### config.mk
export PLATFORM = sky130hd
export DESIGN_NAME = pd_math_gen
export DESIGN_NICKNAME = d
export VERILOG_FILES = /design/src/rtl/pd_math_pkg.sv /design/src/rtl/pd_delay_queue.sv /design/src/rtl/pd_math_gen.sv
export SDC_FILE = /design/constraint.sdc
export NUM_CORES = 1
export LEC_CHECK = 0
export CAP_MARGIN = 20
export CORE_UTILIZATION = 40
export CTS_CLUSTER_SIZE = 20
export DETAILED_ROUTE_END_ITERATION = 8
export PLACE_DENSITY_LB_ADDON = 0.12
export SYNTH_ARGS = -nofsm -noshare
export SYNTH_HDL_FRONTEND = slang
export SYNTH_SLANG_ARGS = --single-unit
### constraint.sdc
create_clock -name clk -period 14.5 [get_ports clk]
set_input_delay 2.9 -clock clk [delete_from_list [all_inputs] [get_ports clk]]
set_output_delay 2.9 -clock clk [all_outputs]
set_load 0.01 [all_outputs]
### src/rtl/pd_math_pkg.sv
// ---------------------------------------------------------------------------
// pd_math_pkg
//   Shared definitions for the PD(+I) error-term generator:
//     - default widths and gains (used as the top-level parameter defaults)
//     - err_t / dterm_t for the default configuration
//     - sat_signed(): width-generic signed saturation helper
//   Optional feature macro used elsewhere in this slice: PD_MATH_ITERM_EN
// ---------------------------------------------------------------------------
package pd_math_pkg;

   localparam int IN_W_DEF    = 16;
   localparam int ERR_W_DEF   = 10;
   localparam int DSAT_W_DEF  = 7;
   localparam int D_DEPTH_DEF = 12;
   localparam int P_NUM_DEF   = 5;
   localparam int P_SHIFT_DEF = 3;
   localparam int D_GAIN_DEF  = 7;
   localparam int INT_W_DEF   = 16;
   localparam int I_SHIFT_DEF = 6;

   typedef logic signed [ERR_W_DEF-1:0]  err_t;
   typedef logic signed [DSAT_W_DEF+4:0] dterm_t;

   // Clamp a sign-extended value into the range of a w-bit signed number.
   // Callers truncate the 64-bit result to w bits with a size cast.
   function automatic logic signed [63:0] sat_signed(input logic signed [63:0] v,
                                                     input int w);
      logic signed [63:0] hi;
      logic signed [63:0] lo;
      hi = (64'sd1 <<< (w - 1)) - 64'sd1;
      lo = -(64'sd1 <<< (w - 1));
      if (v > hi)      return hi;
      else if (v < lo) return lo;
      else             return v;
   endfunction

endpackage

### src/rtl/pd_delay_queue.sv
// ---------------------------------------------------------------------------
// pd_delay_queue
//   DEPTH x W shift register holding past error samples for the D term.
//   Ports:
//     clk, rst_n  clock, asynchronous active-low reset
//     push        shift in din (one accepted sample)
//     clr         synchronous clear of contents, fill count and primed;
//                 wins over push in the same cycle
//     din         newest sample
//     dout        oldest sample (DEPTH pushes ago)
//     primed      queue holds DEPTH samples since the last reset/clear
//     fill_cnt    debug view of the fill count
// ---------------------------------------------------------------------------
module pd_delay_queue
   import pd_math_pkg::*;
#(
   parameter int DEPTH = D_DEPTH_DEF,
   parameter int W     = ERR_W_DEF
) (
   input  logic                         clk,
   input  logic                         rst_n,
   input  logic                         push,
   input  logic                         clr,
   input  logic [W-1:0]                 din,
   output logic [W-1:0]                 dout,
   output logic                         primed,
   output logic [$clog2(DEPTH+1)-1:0]   fill_cnt
);

   localparam int CNT_W = $clog2(DEPTH + 1);

   logic [W-1:0]     q_q [DEPTH];
   logic [W-1:0]     q_d [DEPTH];
   logic [CNT_W-1:0] cnt_q, cnt_d;
   logic             primed_q, primed_d;

   always_comb begin
      q_d      = q_q;
      cnt_d    = cnt_q;
      primed_d = primed_q;
      if (clr) begin
         for (int i = 0; i < DEPTH; i++) q_d[i] = '0;
         cnt_d    = '0;
         primed_d = 1'b0;
      end else if (push) begin
         for (int i = DEPTH - 1; i > 0; i--) q_d[i] = q_q[i-1];
         q_d[0] = din;
         // Fill count saturates at DEPTH; primed follows the new count.
         if (cnt_q != CNT_W'(DEPTH)) cnt_d = cnt_q + CNT_W'(1);
         primed_d = (cnt_d == CNT_W'(DEPTH));
      end
   end

   always_ff @(posedge clk or negedge rst_n) begin
      if (!rst_n) begin
         for (int i = 0; i < DEPTH; i++) q_q[i] <= '0;
         cnt_q    <= '0;
         primed_q <= 1'b0;
      end else begin
         q_q      <= q_d;
         cnt_q    <= cnt_d;
         primed_q <= primed_d;
      end
   end

   assign dout     = q_q[DEPTH-1];
   assign primed   = primed_q;
   assign fill_cnt = cnt_q;

endmodule

### src/rtl/pd_math_gen.sv
// ---------------------------------------------------------------------------
// pd_math_gen
//   Parametrised PD(+I) error-term generator for the inertial balance loop.
//   err = actual - desired, saturated, then three pipeline stages produce
//   the P, D and (optional) I terms for the motor-drive summation.
//   Ports:
//     clk, rst_n        clock, asynchronous active-low reset
//     vld               new desired/actual sample (single-cycle strobe)
//     clr               synchronous clear of loop history (beats vld)
//     desired, actual   signed IN_W positions
//     pterm             signed ERR_W P term
//     dterm             signed DSAT_W+5 D term
//     iterm             signed ERR_W I term (0 unless PD_MATH_ITERM_EN)
//     out_vld           terms updated this cycle
//     primed            D queue holds D_DEPTH samples
//   Handshake: vld is a push-only strobe with no back-pressure; every vld
//   not coinciding with clr is accepted and yields exactly one out_vld pulse
//   three cycles later unless a clr or reset lands while it is in flight.
//   Optional feature macro: PD_MATH_ITERM_EN enables the saturating
//   integrator; without it iterm is tied to 0 and no integrator is built.
// ---------------------------------------------------------------------------
module pd_math_gen
   import pd_math_pkg::*;
#(
   parameter int IN_W    = IN_W_DEF,
   parameter int ERR_W   = ERR_W_DEF,
   parameter int DSAT_W  = DSAT_W_DEF,
   parameter int D_DEPTH = D_DEPTH_DEF,
   parameter int P_NUM   = P_NUM_DEF,
   parameter int P_SHIFT = P_SHIFT_DEF,
   parameter int D_GAIN  = D_GAIN_DEF
`ifdef PD_MATH_ITERM_EN
   ,
   parameter int INT_W   = INT_W_DEF,
   parameter int I_SHIFT = I_SHIFT_DEF
`endif
) (
   input  logic                       clk,
   input  logic                       rst_n,
   input  logic                       vld,
   input  logic                       clr,
   input  logic signed [IN_W-1:0]     desired,
   input  logic signed [IN_W-1:0]     actual,
   output logic signed [ERR_W-1:0]    pterm,
   output logic signed [DSAT_W+4:0]   dterm,
   output logic signed [ERR_W-1:0]    iterm,
   output logic                       out_vld,
   output logic                       primed
);

   localparam int DT_W = DSAT_W + 5;
   localparam int DD_W = ERR_W + 1;

   logic signed [IN_W:0]     err_raw;
   logic signed [DD_W-1:0]   dd;
   logic signed [DSAT_W-1:0] dd_sat;
   logic [ERR_W-1:0]         q_last;
   logic                     primed_w;
   logic [$clog2(D_DEPTH+1)-1:0] fill_cnt;

   logic signed [ERR_W-1:0]  err_s1_q, err_s1_d;
   logic                     v1_q, v1_d;
   logic signed [ERR_W-1:0]  p2_q, p2_d;
   logic signed [DT_W-1:0]   d2_q, d2_d;
   logic                     v2_q, v2_d;
   logic signed [ERR_W-1:0]  pterm_q, pterm_d;
   logic signed [DT_W-1:0]   dterm_q, dterm_d;
   logic                     out_vld_q, out_vld_d;

   // History of accepted S1 errors; compared sample sits at the far end.
   pd_delay_queue #(
      .DEPTH (D_DEPTH),
      .W     (ERR_W)
   ) u_dq (
      .clk      (clk),
      .rst_n    (rst_n),
      .push     (v1_q),
      .clr      (clr),
      .din      (err_s1_q),
      .dout     (q_last),
      .primed   (primed_w),
      .fill_cnt (fill_cnt)
   );

   always_comb begin
      // S0: one extra bit so the subtraction cannot wrap before saturation.
      err_raw  = $signed({actual[IN_W-1], actual}) - $signed({desired[IN_W-1], desired});
      err_s1_d = ERR_W'(sat_signed(err_raw, ERR_W));
      v1_d     = vld & ~clr;

      // S2: products formed at 64 bits, then narrowed; >>> floors toward -inf.
      p2_d   = ERR_W'((64'(err_s1_q) * 64'(P_NUM)) >>> P_SHIFT);
      dd     = DD_W'(err_s1_q) - DD_W'($signed(q_last));
      dd_sat = DSAT_W'(sat_signed(dd, DSAT_W));
      // primed is the pre-update value, so the priming sample itself gives 0.
      d2_d   = primed_w ? DT_W'(64'(dd_sat) * 64'(D_GAIN)) : '0;
      v2_d   = v1_q & ~clr;

      // S3: outputs only move on an accepted, un-cleared sample.
      out_vld_d = v2_q & ~clr;
      pterm_d   = pterm_q;
      dterm_d   = dterm_q;
      if (out_vld_d) begin
         pterm_d = p2_q;
         dterm_d = d2_q;
      end
   end

   always_ff @(posedge clk or negedge rst_n) begin
      if (!rst_n) begin
         err_s1_q  <= '0;
         v1_q      <= 1'b0;
         p2_q      <= '0;
         d2_q      <= '0;
         v2_q      <= 1'b0;
         pterm_q   <= '0;
         dterm_q   <= '0;
         out_vld_q <= 1'b0;
      end else begin
         err_s1_q  <= err_s1_d;
         v1_q      <= v1_d;
         p2_q      <= p2_d;
         d2_q      <= d2_d;
         v2_q      <= v2_d;
         pterm_q   <= pterm_d;
         dterm_q   <= dterm_d;
         out_vld_q <= out_vld_d;
      end
   end

`ifdef PD_MATH_ITERM_EN
   logic signed [INT_W-1:0] integ_q, integ_d;
   logic signed [ERR_W-1:0] i2_q, i2_d;
   logic signed [ERR_W-1:0] iterm_q, iterm_d;

   always_comb begin
      integ_d = integ_q;
      if (clr)       integ_d = '0;
      else if (v1_q) integ_d = INT_W'(sat_signed(64'(integ_q) + 64'(err_s1_q), INT_W));
      // I term uses the integrator before this sample is added in.
      i2_d    = ERR_W'(sat_signed(integ_q >>> I_SHIFT, ERR_W));
      iterm_d = iterm_q;
      if (out_vld_d) iterm_d = i2_q;
   end

   always_ff @(posedge clk or negedge rst_n) begin
      if (!rst_n) begin
         integ_q <= '0;
         i2_q    <= '0;
         iterm_q <= '0;
      end else begin
         integ_q <= integ_d;
         i2_q    <= i2_d;
         iterm_q <= iterm_d;
      end
   end

   assign iterm = iterm_q;
`else
   assign iterm = '0;
`endif

   assign pterm   = pterm_q;
   assign dterm   = dterm_q;
   assign out_vld = out_vld_q;
   assign primed  = primed_w;

endmodule

* Word-level counts from Yosys, hierarchy flattened *
Cells that the tools add are included.

operators by class
  $add $sub $neg = 3
  multipliers = 2
  order comparisons = 4
  eq/ne operators = 2
  multiplexer cells = 14
  bitwise operators = 4
  reduce and logical (&&, ||, !) cells = 1

operator list
  kind                   count
  $mux 120               2
  $mux 10                2
  $mux 4                 5
  $gt 17x10->1 const B   1
  $lt 17x10->1 const B   1
  $sub 16x16->17         1
  $mux 7                 2
  $mul 10x4->13 const B  1
  $mux 12                1
  $gt 11x7->1 const B    1
  $lt 11x7->1 const B    1
  $mul 7x4->11 const B   1
  $sub 10x10->11         1
  $add 4x1->4 const B    1
  $eq 4x4->1 const B     1
  $ne 4x4->1 const B     1
  $and 1x1->1            3
  $mux 1                 2
  $reduce_bool 2->1      1
  $not 1->1              1

word-level totals
  register bits = 182
  input port bits = 36
  output and inout port bits = 34
  word-level logic and storage cells = 52

* Logic depth before layout (Yosys ltp) *
  depth in word-level cells = 7
  gate-level depth with buffers = 25
  mapped depth without buffers = 24

* By module *
Synthesis repeated with hierarchy kept, for this count alone.

unflattened totals
  cell total of the unflattened synthesis = 886
  area, all modules = 9658.0 um2

modules (own cells, without submodules)
  module          times used  cells an instance  area each (um2)  seq. area each (um2)
  pd_delay_queue  1           427                5267.6           3128.0
  pd_math_gen     1           459                4390.5           1376.3

* Worst setup path before layout *
OpenSTA, ideal clock, no wires.

  kind = input-to-reg
  from = input actual[0]
  to = register err_s1_q[0]
  library setup time = 0.160 ns
  data arrival time = 5.428 ns
  data required time = 14.340 ns
  path slack = 8.912 ns
  stages on the path = 13
  buffers on the path = 0
  cells stage by stage = inv_1 ha_1 inv_1 fa_1 a21o_1 a21oi_1 o21ai_0 a211oi_1 nor4b_1 nor3_1 nand4_1 o31ai_1 o21ai_0

between the ends
  cells in the longest elaborated chain, start to end = 4
  elaborated cells on any way between the ends = 5
  classes of those cells = 1 x add/sub; 2 x order compare; 2 x mux

RTL lines
  item                  line                source
  from (decl)           pd_math_gen.sv:43   input logic signed [IN_W-1:0] actual,
  $sub 16x16->17 (*)    pd_math_gen.sv:87   err_raw = $signed({actual[IN_W-1], actual}) - $signed({desired[IN_W-1], desired});
  $lt 17x10->1          pd_math_pkg.sv:33   else if (v < lo) return lo;
  $mux 10               pd_math_pkg.sv:33
  $mux 10 (*)           pd_math_pkg.sv:32   if (v > hi) return hi;
  net err_s1_d[0]       pd_math_gen.sv:61   logic signed [ERR_W-1:0] err_s1_q, err_s1_d;
  to (signal assigned)  pd_math_gen.sv:120  err_s1_q <= err_s1_d;
  to (decl)             pd_math_gen.sv:61

The timed path passes the listed nets; every way through them passes the cells marked *.
A chain may end at the register's enable or synchronous reset.

* Final worst setup path *
  from = input desired[0]
  to = register err_s1_q[2]

between the ends
  cells in the longest elaborated chain, start to end = 4
  elaborated cells on any way between the ends = 5
  classes of those cells = 1 x add/sub; 2 x order compare; 2 x mux

RTL lines
  item                line               source
  from (decl)         pd_math_gen.sv:42  input logic signed [IN_W-1:0] desired,
  $sub 16x16->17 (*)  pd_math_gen.sv:87
  $lt 17x10->1        pd_math_pkg.sv:33
  $mux 10             pd_math_pkg.sv:33
  $mux 10 (*)         pd_math_pkg.sv:32
  net err_s1_d[2]     pd_math_gen.sv:61

Marks and branches as above.

==> impl.org <==
** Status
- Outcome :: complete, no violations

** Global route
- For this run the aggregate overflow at the end of global routing stands at 0.
- Largest net degree at the start of global routing :: around 100
- Via count of the first global-routing pass :: ~6000
- The initial antenna violation count was 0.
- Total Routing Usage GR :: 0.150
- Global-route wire length before repair :: roughly 30 mm

** Clocking
- The clock passes through at most 2 buffers.
- In this run, post-CTS hold repair placed 0 buffers.
- Buffers added to address setup during post-CTS repair amount to 0.
- The number of gates resized after CTS was 0.
- Clock-pin slew was measured on the worst setup and hold paths at around 0.07 ns.
- The tree built by TritonCTS fans out to 180 sinks.
- The H-tree was split into 4 levels.
- For the worst-skew pair, the clock arrives at the later sink with an insertion delay of between 0.4 and 0.5 ns.
- Clock buffer count from CTS :: 17
- The root buffer cell chosen for the clock tree is clkbuf_16.
- Clock tree from TritonCTS :: done

** Synthesis
- In this run, distinct cell masters in the synthesized netlist total 61.
- Of all cell types, the one taking the most synthesized area is dfrtp_1.
- The synthesized netlist occupies a cell area of about 9500 um^2.
- The share of synthesized area in the top cell type comes to 0.477.
- #FFs+latches synth :: 180
- Sorting the synthesized cells by area gives the leading types as dfrtp_1 48%, mux2i_1 13%, ha_1 7.7%, nor2_1 5.7%, xnor2_1 2.8%.
- Of all flip-flops after synthesis, the portion carrying an async set or reset was 1.00.
- Post-Synthesis Cells :: 879
- Counting flops with a built-in enable in the synthesized netlist gives 0.
- Post-synthesis sequential area ratio :: 0.477
- For this run, the number of Yosys warnings is 0.
- Main synth FF type :: dfrtp_1
- Average cell area after synthesis :: between 10 and 15 um^2

** Layout
- Final antenna diode count :: 0
- Most common cell after layout, fill and taps aside :: dfrtp_1
- Non-Filler Instances :: about 1300
- In the final layout, the share of cells above drive strength 1 is 0.0735.
- In the final design database the tool counted between 1000 and 1500 nets.
- Area Growth Syn to Fin :: 14.8%
- Measured on the finished design, the core utilization comes to 0.474.
- The sequential cells in the finished layout cover a total of 4510 um^2.
- Total area of multi-input combinational cells :: around 4500 um^2
- Area of all placed cells without fillers :: 10900 um^2
- The top cell types in the final layout, fill and taps aside, are 179 x dfrtp_1, 143 x nor2_1, 122 x mux2i_1.
- The layout has 2152 filler cells.

** Floorplanning
- Core area :: approximately 23000 um^2
- Io pins :: 70
- Starting density of the core :: 0.412
- The floorplan step set the die width to ~160 um.
- The die covers 24200 um^2.
- After floorplanning, the core was divided into 55 placement rows.
- Measured along the y axis, the die boundary spans about 160 um.

** Placed design
- HPWL after detailed placement :: about 11 mm
- Placement Setup Slack :: between 7 and 8 ns
- Routability-driven placement finished with a final weighted congestion of about 0.8.
- Port bufs :: between 50 and 60
- DP Cell Count :: ~1200
- After detailed placement, the total cell area comes to 10300 um^2.

** STA
- Setup repair after global routing left no endpoint under its margin.
- Share of the cycle needed by the critical path after routing :: 0.421
- Across all hold checks on the routed design, the worst slack comes to about 0.47 ns.
- Timing would allow up to between 150 and 200 MHz.
- Worst setup skew after layout :: approximately 0.014 ns
- The worst pin sits at a relative slew slack of 0.290.
- Setup ws final :: ~8.4 ns
- The worst path in the final design needs a cycle of 6.10 ns, including I/O delays and setup.
- For the pin with the worst max-slew slack, the measured transition is roughly 1.1 ns.
- Summed over all failing endpoints, the final setup total negative slack is 0 ns.
- Final hold vios :: 0
- The total count of max-transition violations in the final report came to 0.
- Final setup violation count :: 0

** Route
- Drt total wl :: between 15 and 20 mm
- DRC violation count after routing :: 0
- Using the TritonRoute via totals, the vias-per-cell ratio works out to 4.86.
- Wire segments on met2 add up to approximately 7.7 mm in the final route.
- Met1 Wirelength :: 8.44 mm
- Number of detailed-route iterations in the first pass :: 4
- Dividing the detail-routed wire length by the instance count gives between 10 and 15 um.
- Routed Antenna Nets :: 0
- Met3 wire length :: 322 um
- Vias :: around 6000
- Starting DRC count in detailed routing :: ~330
- Signal routing reaches up to met4.

** Worst setup path
- The worst setup path is launched from a primary input.
- Arrival time reported for the critical path endpoint :: around 6.4 ns
- Required time reported for the critical path endpoint :: approximately 15 ns
- Of all nets on the critical path, the largest fanout is 9.
- Worst setup EP type :: flop
- The critical path is of the in -> reg type.

** Power and ir drop
- Total power of the final layout :: between 1.5 and 2 mW
- Power per unit of standard cell area :: about 140 nW/um^2
- In this run the static leakage power is just over 5 nW.
- Maximum vdd ir drop :: around 0.076 mV

** Min path
- The path class of the tightest hold or removal check is reg -> reg.

** Run
- Max-cap violations in this run came to 0.
[power breakdown]
part           total [mW]  switching (mW)  internal [mW]
Clock               0.443           0.202          0.241
Combinational       0.527           0.274          0.253
Sequential          0.565          0.0251          0.540
[flip-flops by register name (all words and copies together) (netlist names)]
name / cells
u_dq.q_q: 110
d2_q: 11
dterm: 11
err_s1_q: 10
p2_q: 10
pterm: 10
u_dq.dout: 10
u_dq.fill_cnt: 4
out_vld: 1
u_dq.primed: 1
v1_q: 1
v2_q: 1
[path summary, 6_finish.rpt]
kind	from	cells past startpoint	end	slack, ns
min in group asynchronous	rst_n	1	u_dq.q_q[51]	2.40
max reg2reg	err_s1_q[0]	22	d2_q[10]	8.82
min	d2_q[9]	1	dterm[9]	0.47
min reg2reg	d2_q[9]	1	dterm[9]	0.47
max in group asynchronous	rst_n	3	err_s1_q[8]	10.09
max	desired[0]	13	err_s1_q[2]	8.40
[layout make-up]
| type | count | share of cell area |
|---|---|---|
| timing repair buffer | 65 | 0.0591 |
| clock buffer | 20 | 0.0402 |
| clock inverter | 12 | 0.0111 |
| tap | 313 | 0.0361 |
| inverter | 61 | 0.0216 |
| multi-input combinational | 601 | 0.417 |
| sequential | 180 | 0.415 |
[worst max-delay path: stages]
cell             delay, ns
clkdlybuf4s50_1       0.46
ha_1                  0.16
inv_1                 0.05
fa_1                  0.41
a21o_1                0.18
a21oi_1               0.25
o21ai_0               0.16
a211oi_1              0.40
nor4b_1               0.11
nor3_1                0.27
nand4_1               0.13
o31ai_1               0.66
o21ai_0               0.22
[metal layers]
metal  GRT usage  vias up
li1            -     3081
met1       0.206     2930
met2       0.239       57
met3      0.0275       11
met4      0.0490        0
met5           0        -
[cells in the mapped netlist (3+ instances only)]
library cell / n
xor2_1: 8
fa_1: 7
nand3_1: 5
nor2b_1: 10
and3_1: 3
nor3_1: 11
mux2i_1: 122
nand2b_1: 5
o21a_1: 6
ha_1: 58
a211oi_1: 5
o21ai_0: 29
clkbuf_1: 23
nor3b_1: 3
nor2_1: 143
and2_1: 9
or3_1: 4
xnor2_1: 30
o2111ai_1: 3
a21o_1: 11
inv_1: 60
nor4_1: 3
nand2_1: 17
buf_4: 11
o21bai_1: 6
dfrtp_1: 180
mux2_2: 21
a211o_1: 4
buf_1: 10
a31oi_1: 6
o31ai_1: 5
a21oi_1: 24
nand3b_1: 4
[cell families after synthesis]
kind of cell	after synthesis	share of synthesized area
muxes	143	0.154
xor gates and xnor gates	38	0.0352
AOI/OAI and AO/OA	115	0.0808
adders and majority gates	65	0.0916
other	1	0.000397
and+or+nand+nor	230	0.112
DFF	180	0.477
buffers and inverters	107	0.0490
Note: power is estimated with default switching activity, not from simulation.
